--- src/rtl/fpu_sequencer.sv ---
// In-order FP co-processor scheduler: queues CPU ops, issues to add/mul/trig, retires in request order.
// Latency: strobe -> unit start 2 cycles; unit done -> done output 2 cycles when oldest.
// Backpressure: cpu_hold while the command queue is full; strobes under hold are dropped.
module fpu_sequencer #(
    parameter int QDEPTH = 4,
    parameter int PTR_W  = 2
) (
    input  logic        clk,
    input  logic        n_rst,
    input  logic        op_strobe,
    input  logic [31:0] op1,
    input  logic [31:0] op2,
    input  logic [2:0]  op_sel,
    output logic        cpu_hold,
    output logic        err_opcode,
    output logic [31:0] unit_op1,
    output logic [31:0] unit_op2,
    output logic        sub_sel,
    output logic        add_start,
    output logic        mul_start,
    output logic        sine_start,
    input  logic        add_done,
    input  logic        mul_done,
    input  logic        sine_done,
    input  logic [31:0] add_result,
    input  logic [31:0] mul_result,
    input  logic [31:0] sine_result,
    input  logic [31:0] cosine_result,
    input  logic        add_overflow,
    input  logic        mul_overflow,
    output logic [31:0] result,
    output logic        done,
    output logic        overflow
);
    localparam int            CW     = PTR_W + 1;
    localparam logic [CW-1:0] FULL   = CW'(QDEPTH);
    localparam logic [1:0]    U_ADD  = 2'd0;
    localparam logic [1:0]    U_MUL  = 2'd1;
    localparam logic [1:0]    U_TRIG = 2'd2;

    typedef struct packed {
        logic [2:0]  sel;
        logic [31:0] a;
        logic [31:0] b;
    } cmd_t;

    typedef struct packed {
        logic [1:0] unit;
        logic       cos;
    } tag_t;

    cmd_t             cmd_q [QDEPTH];
    logic [PTR_W-1:0] wr_ptr, rd_ptr;
    logic [CW-1:0]    count, count_nxt;
    tag_t             ord_q [3];
    logic [1:0]       ord_wr, ord_rd, ord_cnt;
    logic [2:0]       busy, hold_vld, hold_ovf;   // bit index is the unit id
    logic [31:0]      hold_res [3];
    logic [31:0]      hold_cos;

    cmd_t       head;
    tag_t       ord_head;
    logic [1:0] head_unit;
    logic       enq, deq, ret;
    logic [2:0] cap, disp_mask, ret_mask;

    function automatic logic [1:0] inc3(input logic [1:0] p);
        return (p == 2'd2) ? 2'd0 : p + 2'd1;
    endfunction

    always_comb begin
        head     = cmd_q[rd_ptr];
        ord_head = ord_q[ord_rd];
        case (head.sel)
            3'b000, 3'b001: head_unit = U_ADD;
            3'b010:         head_unit = U_MUL;
            default:        head_unit = U_TRIG;
        endcase
        enq       = op_strobe && (op_sel <= 3'd4) && !cpu_hold;
        deq       = (count != '0) && !busy[head_unit] && (ord_cnt != 2'd3);
        ret       = (ord_cnt != 2'd0) && hold_vld[ord_head.unit];
        // a done pulse only counts for a unit that has an uncaptured op in flight
        cap       = {sine_done, mul_done, add_done} & busy & ~hold_vld;
        disp_mask = deq ? (3'b001 << head_unit) : 3'b000;
        ret_mask  = ret ? (3'b001 << ord_head.unit) : 3'b000;
        count_nxt = count + CW'(enq) - CW'(deq);
    end

    always_ff @(posedge clk) begin
        if (enq) cmd_q[wr_ptr] <= {op_sel, op1, op2};
    end

    always_ff @(posedge clk or negedge n_rst) begin
        if (!n_rst) begin
            wr_ptr     <= '0;
            rd_ptr     <= '0;
            count      <= '0;
            cpu_hold   <= 1'b0;
            err_opcode <= 1'b0;
            ord_wr     <= 2'd0;
            ord_rd     <= 2'd0;
            ord_cnt    <= 2'd0;
            for (int i = 0; i < 3; i++) begin
                ord_q[i]    <= '0;
                hold_res[i] <= '0;
            end
            hold_cos   <= '0;
            busy       <= '0;
            hold_vld   <= '0;
            hold_ovf   <= '0;
            unit_op1   <= '0;
            unit_op2   <= '0;
            sub_sel    <= 1'b0;
            add_start  <= 1'b0;
            mul_start  <= 1'b0;
            sine_start <= 1'b0;
            result     <= '0;
            done       <= 1'b0;
            overflow   <= 1'b0;
        end else begin
            err_opcode <= op_strobe && (op_sel > 3'd4);
            count      <= count_nxt;
            cpu_hold   <= (count_nxt == FULL);
            if (enq) wr_ptr <= wr_ptr + PTR_W'(1);

            add_start  <= deq && (head_unit == U_ADD);
            mul_start  <= deq && (head_unit == U_MUL);
            sine_start <= deq && (head_unit == U_TRIG);
            if (deq) begin
                rd_ptr        <= rd_ptr + PTR_W'(1);
                unit_op1      <= head.a;
                unit_op2      <= head.b;
                sub_sel       <= (head.sel == 3'b001);
                ord_q[ord_wr] <= {head_unit, head.sel == 3'b100};
                ord_wr        <= inc3(ord_wr);
            end

            done <= ret;
            if (ret) begin
                result   <= (ord_head.unit == U_TRIG && ord_head.cos) ? hold_cos
                                                                       : hold_res[ord_head.unit];
                overflow <= hold_ovf[ord_head.unit];
                ord_rd   <= inc3(ord_rd);
            end
            ord_cnt  <= ord_cnt + 2'(deq) - 2'(ret);
            // a unit stays reserved until its result has left, not merely finished
            busy     <= (busy | disp_mask) & ~ret_mask;
            hold_vld <= (hold_vld | cap) & ~ret_mask;

            if (cap[0]) begin
                hold_res[0] <= add_result;
                hold_ovf[0] <= add_overflow;
            end
            if (cap[1]) begin
                hold_res[1] <= mul_result;
                hold_ovf[1] <= mul_overflow;
            end
            if (cap[2]) begin
                hold_res[2] <= sine_result;
                hold_cos    <= cosine_result;
                hold_ovf[2] <= 1'b0;
            end
        end
    end
endmodule

--- config.mk ---
export PLATFORM = sky130hd
export DESIGN_NAME = fpu_sequencer
export DESIGN_NICKNAME = d
export VERILOG_FILES = /design/src/rtl/fpu_sequencer.sv
export SDC_FILE = /design/constraint.sdc
export NUM_CORES = 1
export LEC_CHECK = 0
export ABC_CLOCK_PERIOD_IN_PS = 3570
export CAP_MARGIN = 0
export CORE_MARGIN = 2
export CORE_UTILIZATION = 50
export CTS_CLUSTER_DIAMETER = 120
export DETAILED_ROUTE_END_ITERATION = 12
export PLACE_DENSITY = 0.83
export SYNTH_ARGS = -nofsm -noshare
export SYNTH_HDL_FRONTEND = slang
export SYNTH_SLANG_ARGS = --single-unit
--- constraint.sdc ---
create_clock -name clk -period 3.57 [get_ports clk]
set_input_delay 0.714 -clock clk [delete_from_list [all_inputs] [get_ports clk]]
set_output_delay 0.714 -clock clk [all_outputs]
set_load 0.01 [all_outputs]
==> reports/qor.yml <==
status:
  status: "finished clean"
yosys:
  synth_top_family_by_area: "multiplexers"
  synthDistinctLibCells: 45
  synth_most_common_cell: "edfxtp_1"
  yosysTopAreaCell: "edfxtp_1"
  synth_area_leaders: "edfxtp_1 36%, dfrtp_1 30%, mux2_2 8.9%"
  syn-cell-area_mm2: 0.0221
  yosysWarnings: 0
  yosys.area_share.simple_pct: 5.05
  synth-seq-cells: 530
  syn-num-nets: 1499
  synth_xor_area_share_pct: 0.277
  async_reset_ff_share_pct: 49.4
  synth_adder_area_share_pct: 0.544
  yosysSeqAreaShare_pct: 66.1
  synthFlopType: "edfxtp_1"
  synth_compound_area_share_pct: 5.39
  syn-instance-count: 1287
  synth-edff-count: 268
  synth.area.mux_share_pct: 20.3
  syn_area_per_cell_um2: 17.2
  synthTopCellsByCount: "268 x edfxtp_1, 262 x dfrtp_1, 175 x mux2_2"
  synth_top_cell_area_share_pct: 36.4
floorplanning:
  die_h_um: 214
  core_mm2: 0.0439
  ios: 307
  dieArea_mm2: 0.0459
  fp.dieW_um: 214
  start_util_pct: 50.3
  rows: 77
routing:
  first_pass_iters: 5
  drtAntennaViolNets: 0
  drtIter0Drc: 810
  vias: 12700
  wl_um: 50600
  wl_per_cell_um: 22.6
  drc_errors: 0
  viasPerCell: 5.67
critical_path:
  worst-path-buf-inv: 3
  cp_max_fo: 7
  cp_slowest_cell: "dfrtp_4"
  crit_chain: "mux4_2, buf_4, a21oi_4, nor2b_1, or2_4, inv_1, ha_1, inv_1, ha_1, fa_1, xnor2_1, xnor2_1, nor3b_1"
  critPathKind: "reg -> reg"
  required_ps: 4070
  end_kind: "register"
  slowest_delay_ps: 520
  arrival_ps: 3730
  crit_path_start_kind: "register"
  path_delay_family: "adder cells"
pwr:
  cellPowerDensity_mw_per_mm2: 929
  ir_drop_mv: 0.597
  p_leak_nw: 10.4
clock_tree:
  h-tree-depth: 2
  post_cts_resized: 0
  clockRootBuffer: "clkbuf_16"
  cts_buffers: 54
  clock_path_buffers: 3
  cts_sinks: 530
  cts_tree: "done"
  clk_latency_ps: 600
  clk_pin_slew_worst_paths_ps: 60
global_route:
  grt_pass1_wl_um: 79400
  grt_pass1_vias: 13600
  overflow: 0
  antenna_found_initial: 4
  grt_max_degree: 86
  grt_usage_pct: 22.2
sta:
  hold_viol: 0
  fin_tns_setup_ps: 0
  relSlewSlack_pct: 29.2
  rsz0062_at_grt: "false"
  tightest_slew_ps: 1060
  fin_skew_ps: 14.4
  slew_violations: 0
  holdWs_ps: 151
  period_minus_slack_ps: 3230
  fmax_ghz: 0.310
  finalSetupViolations: 0
  timing.final.crit_share_pct: 90.4
place:
  io_buffers: 306
  finalWeightedCongestion: 0.792
  hpwl_um: 32300
  placed_cells: 2136
  placed_area_mm2: 0.0259
finish:
  final_util_pct: 63.0
  fin_nets: 1813
  syn2layout_area_growth_pct: 25.3
  fin_cells: 2236
  finalInstanceArea_mm2: 0.0277
  layout-drive-gt1-share_pct: 27.0
flow_run:
  maxCapViolCount: 0
min_path:
  hp-class: "in -> async"
## registers in the layout (all words and copies together), names as in the netlist, 9 cells and up
register	count
hold_cos	32
unit_op1	32
ord_q	9
result	32
hold_res	96
cmd_q	268
unit_op2	32
## path summary, 6_finish.rpt
path | startpoint | endpoint | slack (ps) | depth (start not counted)
hold reg to reg | hold_vld[2]$_DFF_PN0_ | busy[2]$_DFF_PN0_ | 490 | 1
setup / recovery | rd_ptr[0]$_DFFE_PN0P_ | cpu_hold$_DFF_PN0_ | 340 | 13
setup reg to reg | rd_ptr[0]$_DFFE_PN0P_ | cpu_hold$_DFF_PN0_ | 340 | 13
hold / removal | n_rst | hold_res[7]$_DFFE_PN0P_ | 150 | 1
min in group clk | hold_vld[2]$_DFF_PN0_ | busy[2]$_DFF_PN0_ | 490 | 1
max in group asynchronous | n_rst | result[21]$_DFFE_PN0P_ | 2460 | 2
## metrics by stage
stage,setup slack [ps],power (mW)
floorplan,61.1,17.0
global placement,178,19.9
detailed placement,9.21,20.3
CTS,22.3,25.9
global route,115,27.1
finish,341,25.7
## final cells by class
| cell class | instances | area (um2) |
|---|---|---|
| diodes | 2 | 5.00 |
| clock buffers | 71 | 1470 |
| clock inverters | 26 | 262 |
| fillers | 3100 | 16200 |
| inverters | 10 | 37.5 |
| multi-input cells | 658 | 7060 |
| flip-flops and latches | 530 | 14600 |
| well taps | 592 | 741 |
| repair buffers | 347 | 3500 |
## metal layers
metal,vias up,GRT usage [%],routed length [um]
li1,5626,-,-
met1,6542,29.3,21200
met2,429,36.0,24100
met3,78,6.84,4210
met4,2,6.27,1080
met5,-,0,16
## cells by family (layout without fill, tap and decap cells)
family | after synthesis | count (layout)
other | 0 | 2
and+or+nand+nor | 178 | 178
xor gates and xnor gates | 7 | 7
DFF | 530 | 530
buffers and inverters | 99 | 454
adders and majority gates | 9 | 9
AOI/OAI and AO/OA | 153 | 153
muxes | 311 | 311
## timing repair
item,4_1_cts,5_1_grt
hold buffers,0,0
setup endpoints to repair,0,1
setup buffers,0,1
## power by group
| part | switching, mW | leakage, nW | internal [mW] |
|---|---|---|---|
| clock network | 2.33 | 0.841 | 3.19 |
| logic | 4.77 | 4.00 | 5.90 |
| registers | 1.12 | 5.56 | 8.42 |
| total | 8.22 | 10.4 | 17.5 |
## layout by cell type, fill, tap and decap left out, types with 3 or more instances in the layout
| cell type | count |
|---|---|
| ha_1 | 8 |
| clkdlybuf4s50_1 | 305 |
| clkbuf_8 | 3 |
| mux2_4 | 64 |
| edfxtp_1 | 268 |
| clkinv_1 | 7 |
| bufinv_16 | 4 |
| clkbuf_16 | 55 |
| buf_12 | 10 |
| nand4b_1 | 33 |
| nor2b_1 | 4 |
| o21ai_0 | 39 |
| clkinvlp_4 | 3 |
| nor3_1 | 5 |
| dfrtp_4 | 3 |
| inv_1 | 10 |
| nand3b_1 | 3 |
| nor3b_1 | 39 |
| a2bb2oi_1 | 36 |
| clkbuf_1 | 13 |
| xnor2_1 | 6 |
| and2_4 | 4 |
| o221ai_1 | 32 |
| clkinv_2 | 9 |
| o211ai_1 | 32 |
| nor2_1 | 9 |
| nand2_1 | 41 |
| mux2_2 | 175 |
| mux4_2 | 67 |
| buf_4 | 31 |
| mux2i_1 | 3 |
| dfrtp_1 | 259 |
| nand2b_1 | 34 |
Note: power is estimated with default switching activity, not from simulation.
